File: src/rtl/cache_refill_ctrl_pkg.sv
// Shared cache package: default geometry, refill FSM encoding and address
// field-slice helpers for the default geometry (32-bit byte address,
// 64 sets, 4 words of 32 bits per line).
package cache_refill_ctrl_pkg;

  localparam int AW = 32;
  localparam int IW = 6;
  localparam int WW = 2;
  localparam int TW = AW - IW - WW - 2;

  typedef enum logic [1:0] {
    IDLE   = 2'd0,
    REQ    = 2'd1,
    FILL   = 2'd2,
    COMMIT = 2'd3
  } refill_state_e;

  typedef logic [AW-1:0] addr_t;

  function automatic logic [TW-1:0] tag_of(input addr_t a);
    return a[AW-1:AW-TW];
  endfunction

  function automatic logic [IW-1:0] index_of(input addr_t a);
    return a[IW+WW+1:WW+2];
  endfunction

  function automatic logic [WW-1:0] word_of(input addr_t a);
    return a[WW+1:2];
  endfunction

  function automatic logic [1:0] offset_of(input addr_t a);
    return a[1:0];
  endfunction

endpackage

File: src/rtl/cache_refill_ctrl_if.sv
// Refill controller bus bundle: miss request, memory request/response,
// data/tag array write ports, status and the probe lookup.
//   master : the refill controller side
//   slave  : the requester / memory / array side
interface cache_refill_ctrl_if
  import cache_refill_ctrl_pkg::*;
#(
  parameter int aw = AW,
  parameter int iw = IW,
  parameter int ww = WW
) ();
  localparam int tw = aw - iw - ww - 2;

  logic          miss_valid;
  logic [aw-1:0] miss_addr;
  logic          miss_ready;
  logic          mem_req_valid;
  logic [aw-1:0] mem_req_addr;
  logic          mem_req_ready;
  logic          mem_rsp_valid;
  logic [31:0]   mem_rsp_data;
  logic          data_we;
  logic [iw-1:0] data_index;
  logic [ww-1:0] data_word;
  logic [31:0]   data_wdata;
  logic          tag_we;
  logic [iw-1:0] tag_index;
  logic [tw-1:0] tag_wdata;
  logic          busy;
  logic          fill_done;
  logic [aw-1:0] probe_addr;
  logic          probe_hit_fill;
  logic          probe_word_rdy;

  modport master (
    input  miss_valid, miss_addr, mem_req_ready, mem_rsp_valid, mem_rsp_data,
           probe_addr,
    output miss_ready, mem_req_valid, mem_req_addr, data_we, data_index,
           data_word, data_wdata, tag_we, tag_index, tag_wdata, busy,
           fill_done, probe_hit_fill, probe_word_rdy
  );

  modport slave (
    output miss_valid, miss_addr, mem_req_ready, mem_rsp_valid, mem_rsp_data,
           probe_addr,
    input  miss_ready, mem_req_valid, mem_req_addr, data_we, data_index,
           data_word, data_wdata, tag_we, tag_index, tag_wdata, busy,
           fill_done, probe_hit_fill, probe_word_rdy
  );
endinterface

File: src/rtl/bitwise_comparator.sv
// Equality comparator shared with the tag hit path.
//   a, b : operands (w bits)
//   eq   : 1 when a == b
module bitwise_comparator #(
  parameter int w = 8
) (
  input  logic [w-1:0] a,
  input  logic [w-1:0] b,
  output logic         eq
);
  assign eq = ~|(a ^ b);
endmodule

File: src/rtl/cache_refill_ctrl.sv
// Cache line refill controller. Accepts a miss, requests the line from
// memory, writes the returned words into the data array in order, then
// writes the tag (which marks the line valid). Also tells the lookup path
// whether a probed address falls in the line being filled and whether the
// probed word has already landed.
//   clk, rst : clock, synchronous active-high reset
//   bus      : master side of cache_refill_ctrl_if (miss, mem req/rsp,
//              data/tag writes, busy/fill_done, probe)
module cache_refill_ctrl
  import cache_refill_ctrl_pkg::*;
#(
  parameter int aw = AW,
  parameter int iw = IW,
  parameter int ww = WW
) (
  input  logic                 clk,
  input  logic                 rst,
  cache_refill_ctrl_if.master  bus
);
  localparam int tw = aw - iw - ww - 2;
  localparam int lw = aw - ww - 2;   // line address width (tag + index)

  refill_state_e state, state_nxt;
  logic [ww-1:0] cnt, cnt_nxt;
  // Only the line address matters after acceptance; word/byte offset of the
  // miss is not needed because the whole line is filled from word 0.
  logic [lw-1:0] line_q, line_nxt;
  logic          line_eq;

  wire [iw-1:0] line_idx = line_q[iw-1:0];
  wire [tw-1:0] line_tag = line_q[lw-1:iw];

  always_ff @(posedge clk) begin
    if (rst) begin
      state  <= IDLE;
      cnt    <= '0;
      line_q <= '0;
    end else begin
      state  <= state_nxt;
      cnt    <= cnt_nxt;
      line_q <= line_nxt;
    end
  end

  always_comb begin
    state_nxt         = state;
    cnt_nxt           = cnt;
    line_nxt          = line_q;
    bus.mem_req_valid = 1'b0;
    bus.mem_req_addr  = '0;
    bus.data_we       = 1'b0;
    bus.data_index    = '0;
    bus.data_word     = '0;
    bus.data_wdata    = '0;
    bus.tag_we        = 1'b0;
    bus.tag_index     = '0;
    bus.tag_wdata     = '0;
    bus.fill_done     = 1'b0;
    case (state)
      IDLE: begin
        if (bus.miss_valid) begin
          line_nxt  = bus.miss_addr[aw-1:ww+2];
          state_nxt = REQ;
        end
      end
      REQ: begin
        bus.mem_req_valid = 1'b1;
        bus.mem_req_addr  = {line_q, {(ww+2){1'b0}}};
        if (bus.mem_req_ready) state_nxt = FILL;
      end
      FILL: begin
        if (bus.mem_rsp_valid) begin
          bus.data_we    = 1'b1;
          bus.data_index = line_idx;
          bus.data_word  = cnt;
          bus.data_wdata = bus.mem_rsp_data;
          cnt_nxt        = cnt + 1'b1;   // wraps to 0 after the last word
          if (&cnt) state_nxt = COMMIT;
        end
      end
      COMMIT: begin
        bus.tag_we    = 1'b1;
        bus.tag_index = line_idx;
        bus.tag_wdata = line_tag;
        bus.fill_done = 1'b1;
        state_nxt     = IDLE;
      end
      default: state_nxt = IDLE;
    endcase
  end

  assign bus.busy       = (state != IDLE);
  assign bus.miss_ready = (state == IDLE) && !rst;

  bitwise_comparator #(.w(lw)) u_probe_cmp (
    .a  (bus.probe_addr[aw-1:ww+2]),
    .b  (line_q),
    .eq (line_eq)
  );

  // No word can be in the array before the request is granted, so the probe
  // only reports a match once the fill is actually underway.
  always_comb begin
    bus.probe_hit_fill = 1'b0;
    bus.probe_word_rdy = 1'b0;
    case (state)
      FILL: begin
        bus.probe_hit_fill = line_eq;
        bus.probe_word_rdy = line_eq && (bus.probe_addr[ww+1:2] < cnt);
      end
      COMMIT: begin
        bus.probe_hit_fill = line_eq;
        bus.probe_word_rdy = line_eq;
      end
      default: ;
    endcase
  end

endmodule

File: src/flat_wrapper.sv
// flat-port wrapper written by rule: the top's interface ports become plain ports
module cache_refill_ctrl_flat import cache_refill_ctrl_pkg::*;
#(
  parameter int aw = AW,
  parameter int iw = IW,
  parameter int ww = WW
)
  (clk, rst, bus_miss_valid, bus_miss_addr, bus_mem_req_ready, bus_mem_rsp_valid, bus_mem_rsp_data, bus_probe_addr, bus_miss_ready, bus_mem_req_valid, bus_mem_req_addr, bus_data_we, bus_data_index, bus_data_word, bus_data_wdata, bus_tag_we, bus_tag_index, bus_tag_wdata, bus_busy, bus_fill_done, bus_probe_hit_fill, bus_probe_word_rdy);
  cache_refill_ctrl_if #(.aw(aw), .iw(iw), .ww(ww)) bus_i ();
  input  logic clk;
  input  logic rst;
  input wire logic [$bits(bus_i.miss_valid)-1:0] bus_miss_valid;
  input wire logic [$bits(bus_i.miss_addr)-1:0] bus_miss_addr;
  input wire logic [$bits(bus_i.mem_req_ready)-1:0] bus_mem_req_ready;
  input wire logic [$bits(bus_i.mem_rsp_valid)-1:0] bus_mem_rsp_valid;
  input wire logic [$bits(bus_i.mem_rsp_data)-1:0] bus_mem_rsp_data;
  input wire logic [$bits(bus_i.probe_addr)-1:0] bus_probe_addr;
  output wire logic [$bits(bus_i.miss_ready)-1:0] bus_miss_ready;
  output wire logic [$bits(bus_i.mem_req_valid)-1:0] bus_mem_req_valid;
  output wire logic [$bits(bus_i.mem_req_addr)-1:0] bus_mem_req_addr;
  output wire logic [$bits(bus_i.data_we)-1:0] bus_data_we;
  output wire logic [$bits(bus_i.data_index)-1:0] bus_data_index;
  output wire logic [$bits(bus_i.data_word)-1:0] bus_data_word;
  output wire logic [$bits(bus_i.data_wdata)-1:0] bus_data_wdata;
  output wire logic [$bits(bus_i.tag_we)-1:0] bus_tag_we;
  output wire logic [$bits(bus_i.tag_index)-1:0] bus_tag_index;
  output wire logic [$bits(bus_i.tag_wdata)-1:0] bus_tag_wdata;
  output wire logic [$bits(bus_i.busy)-1:0] bus_busy;
  output wire logic [$bits(bus_i.fill_done)-1:0] bus_fill_done;
  output wire logic [$bits(bus_i.probe_hit_fill)-1:0] bus_probe_hit_fill;
  output wire logic [$bits(bus_i.probe_word_rdy)-1:0] bus_probe_word_rdy;
  assign bus_i.miss_valid = bus_miss_valid;
  assign bus_i.miss_addr = bus_miss_addr;
  assign bus_i.mem_req_ready = bus_mem_req_ready;
  assign bus_i.mem_rsp_valid = bus_mem_rsp_valid;
  assign bus_i.mem_rsp_data = bus_mem_rsp_data;
  assign bus_i.probe_addr = bus_probe_addr;
  assign bus_miss_ready = bus_i.miss_ready;
  assign bus_mem_req_valid = bus_i.mem_req_valid;
  assign bus_mem_req_addr = bus_i.mem_req_addr;
  assign bus_data_we = bus_i.data_we;
  assign bus_data_index = bus_i.data_index;
  assign bus_data_word = bus_i.data_word;
  assign bus_data_wdata = bus_i.data_wdata;
  assign bus_tag_we = bus_i.tag_we;
  assign bus_tag_index = bus_i.tag_index;
  assign bus_tag_wdata = bus_i.tag_wdata;
  assign bus_busy = bus_i.busy;
  assign bus_fill_done = bus_i.fill_done;
  assign bus_probe_hit_fill = bus_i.probe_hit_fill;
  assign bus_probe_word_rdy = bus_i.probe_word_rdy;
  cache_refill_ctrl #(.aw(aw), .iw(iw), .ww(ww)) u_core (.clk(clk), .rst(rst), .bus(bus_i));
endmodule
File: config.mk
export PLATFORM = sky130hd
export DESIGN_NAME = cache_refill_ctrl_flat
export DESIGN_NICKNAME = d
export VERILOG_FILES = /design/src/rtl/cache_refill_ctrl_pkg.sv /design/src/rtl/cache_refill_ctrl_if.sv /design/src/rtl/bitwise_comparator.sv /design/src/rtl/cache_refill_ctrl.sv /design/src/flat_wrapper.sv
export SDC_FILE = /design/constraint.sdc
export NUM_CORES = 1
export LEC_CHECK = 0
export BUFFER_PORTS_ARGS = -buffer_cell sky130_fd_sc_hd__buf_2
export CAP_MARGIN = 30
export CORE_MARGIN = 4
export CORE_UTILIZATION = 28
export CTS_BUF_LIST = sky130_fd_sc_hd__clkbuf_16
export DETAILED_ROUTE_END_ITERATION = 8
export PLACE_DENSITY = 0.66
export SLEW_MARGIN = 20
export SYNTH_ARGS = -nofsm -noshare
export SYNTH_HDL_FRONTEND = slang
export SYNTH_SLANG_ARGS = --single-unit
File: constraint.sdc
create_clock -name clk -period 1.4 [get_ports clk]
set_input_delay 0.21 -clock clk [delete_from_list [all_inputs] [get_ports clk]]
set_output_delay 0.21 -clock clk [all_outputs]
set_load 0.01 [all_outputs]
==> flow_metrics.env <==
export IMPL_status="complete, but fails checks"
export IMPL_violations="setup timing"
export IMPL_ys_types=25
export IMPL_endpoint_kind="primary output"
export IMPL_dr_wl_met2_um=7230
export IMPL_syn_area_per_cell_um2=7.15
export IMPL_finalMaxSlewViolations=0
export IMPL_grt_use_total=0.242
export IMPL_r2r_end="u_core.line_q[7]"
export IMPL_critPathRequiredTime_ns=1.19
export IMPL_initial_utilization=0.289
export IMPL_clkTransAtPathRegs_ns=0.06
export IMPL_grt_start_max_net_pins=29
export IMPL_grt_pass1_vias=3370
export IMPL_gp_congestion=0.826
export IMPL_via_per_inst=4.85
export IMPL_cpMaxStageDelayCell="dfxtp_1"
export IMPL_crit_cells=5
export IMPL_drt_iter0_markers=101
export IMPL_synth_area_leader_cell="dfxtp_1"
export IMPL_cts_root_buf="clkbuf_16"
export IMPL_nets=681
export IMPL_dp_cells=640
export IMPL_async_flop_share=0
export IMPL_grt_overflow=0
export IMPL_wl_um=13200
export IMPL_grt_first_pass_wirelength_um=18200
export IMPL_synth_top_area_frac=0.285
export IMPL_p_sw_uw=3050
export IMPL_antenna_left=0
export IMPL_cp_start_kind="flip-flop"
export IMPL_hold_path_depth=3
export IMPL_max_vdd_ir_drop_mv=1.54
export IMPL_syn2layout_area_growth_pct=156
export IMPL_timing_rr_start="u_core.state[1]"
export IMPL_rsz0062_at_grt="yes"
export IMPL_port_buffers=198
export IMPL_finalCritPeriodShare=1.32
export IMPL_firstDrtPassIters=4
export IMPL_hold_violations=0
export IMPL_p_int_uw=4970
export IMPL_worst_path_max_fanout=2
export IMPL_clk_path_buf_depth=2
export IMPL_hold_buffers=0
export IMPL_p_clk_frac=0.155
export IMPL_num_vias=3286
export IMPL_setup_ws_ns=-0.442
export IMPL_switching_share=0.380
export IMPL_p_seq_frac=0.162
export IMPL_hp_class="in -> reg"
export IMPL_arrival_ns=1.63
export IMPL_die_w_um=97.5
export IMPL_fin_util=0.741
export IMPL_ys_seq_area_frac=0.285
export IMPL_cts_buffers=5
export IMPL_dpl_hpwl_um=7400
export IMPL_antenna_found_initial=1
export IMPL_min_to="u_core.line_q[17]"
export IMPL_yosys_warnings=0
export IMPL_layout_drive_gt1_share=0.807
export IMPL_setup_viol=133
export IMPL_netlist_area_um2=2240
export IMPL_stdcell_count=677
export IMPL_critPathBufInv=1
export IMPL_power_uw=8020
export IMPL_yosys_top_cells_area="dfxtp_1 29%, and2_1 16%, xor2_1 11%"
export IMPL_dr_max_layer_used="met4"
export IMPL_fmax_ghz=0.543
export IMPL_min_period_ns=1.84
export IMPL_hold_ws_ns=0.165
export IMPL_tritoncts="yes"
export IMPL_met3_length_um=558
export IMPL_io_pins=209
export IMPL_synth_edf_count=0
export IMPL_die_h_um=97.5
export IMPL_rrSetupSlack_ns=-0.23
export IMPL_p_per_area_nw_per_um2=1390
export IMPL_power_leakage_uw=0.00284
export IMPL_drc=0
export IMPL_max_cap_violations=0
export IMPL_crit_chain="xor2_1 > nor4_1 > nand4_1 > nor3_2 > buf_2"
export IMPL_synthCells=314
export IMPL_hp_start="bus_miss_addr[21]"
export IMPL_reg2reg_depth=11
export IMPL_synth_ff_type="dfxtp_1"
export IMPL_crit_type="reg -> out"
export IMPL_post_place_ws_ns=-0.240
export IMPL_ys_seq_elements=32
export IMPL_core_um2=7770
export IMPL_drt_met1_wl_um=5140
export IMPL_wl_per_cell_um=19.5
export IMPL_dieArea_um2=9510
export IMPL_skew_ns=0.00753
export IMPL_clkLatencyLatePin_ns=0.28
export IMPL_path_delay_family="simple AND/OR/NAND/NOR gates"
export IMPL_p_comb_frac=0.683
export IMPL_max_stage_delay_ns=0.33
export IMPL_clock_sinks=32
export IMPL_num_rows=32
export IMPL_htreeDepth=2
[power by group through the flow]
stage	logic, uW	registers (uW)	clock network [uW]
6_report	5470	1300	1250
4_1_cts	4990	1280	1260
3_5_place_dp	2560	1250	0
3_3_place_gp	2490	1250	0
5_1_grt	5740	1320	1310
2_1_floorplan	1260	1270	0
[cell usage after synthesis (2+ instances only)]
cell       n
buf_4      5
inv_1      8
ha_1       7
and3_1    38
nor4_1     7
nor2_1     8
and2_1    56
nor3_1     2
buf_2      2
clkbuf_1  20
a21oi_1   29
xor2_1    28
nand2_1   61
dfxtp_1   32
[tightest hold or removal path: stages]
cell and delay (ns):
buf_2 0.11, nand2_2 0.05, a21oi_2 0.04
[sequential cells by signal, indices dropped and copies added (netlist names)]
signal	count
u_core.cnt	2
u_core.line_q	28
u_core.state	2
[through the flow]
stage                     setup TNS (ns)  area (um2)
after floorplan                   -0.849        2270
after global placement             -1.68        3660
after detailed placement           -3.56        3660
after CTS                         -27.41        5240
after global routing              -30.81        5760
final                             -24.73        5760
[worst max path at each step]
stage                 startpoint                   end
2_1_floorplan    u_core.state[1]  bus_mem_req_addr[11]
3_3_place_gp   u_core.line_q[15]    bus_probe_hit_fill
3_5_place_dp   u_core.line_q[15]    bus_probe_word_rdy
4_1_cts         u_core.line_q[4]    bus_probe_hit_fill
5_1_grt        u_core.line_q[18]    bus_probe_word_rdy
6_report       u_core.line_q[14]    bus_probe_word_rdy
[timing repair]
| item | in CTS | in global routing |
|---|---|---|
| gates resized for setup | 196 | 160 |
| pin swaps | 74 | 64 |
| endpoints found under the setup margin | 111 | 135 |
| endpoints found under the hold margin | 0 | 0 |
| cloned | 13 | 1 |
| setup buffers | 17 | 8 |
[cells by family (layout without fill, tap and decap cells)]
kind of cell / count (synthesis) / count (layout) / share of synthesized area
other: 1 / 5 / 0.00167
multiplexers: 1 / 1 / 0.00446
flip-flops: 32 / 32 / 0.285
XOR/XNOR: 29 / 29 / 0.113
AO/OA/AOI/OAI: 33 / 33 / 0.0775
adder cells (fa/ha/maj): 7 / 7 / 0.0390
AND/OR/NAND/NOR: 175 / 175 / 0.409
buffers and inverters: 36 / 293 / 0.0697
[final cells by class]
| type | instances | area (um2) |
|---|---|---|
| fillers | 544 | 2010 |
| inverters | 9 | 41.3 |
| flip-flops and latches | 32 | 654 |
| diodes | 1 | 2.50 |
| clock inverters | 3 | 42.5 |
| multi-input cells | 249 | 2200 |
| repair buffers | 276 | 2560 |
| clock buffers | 5 | 125 |
| well taps | 102 | 128 |
[layer usage]
layer / vias up / track usage
met5: - / 0
met4: 0 / 0.0671
li1: 1530 / -
met1: 1596 / 0.291
met2: 135 / 0.441
met3: 25 / 0.0402
[placed cells by master (no fill, tap or decap), types with 7 or more instances in the layout]
cell	netlist	final
buf_2	2	103
nand2_1	61	32
xor2_1	28	25
dfxtp_2	0	8
and3_4	0	34
buf_4	5	42
and2_4	0	56
dfxtp_1	32	23
clkbuf_16	0	7
buf_12	0	12
nand2_4	0	24
a21oi_2	0	27
buf_6	0	105
Note: power is estimated with default switching activity, not from simulation.
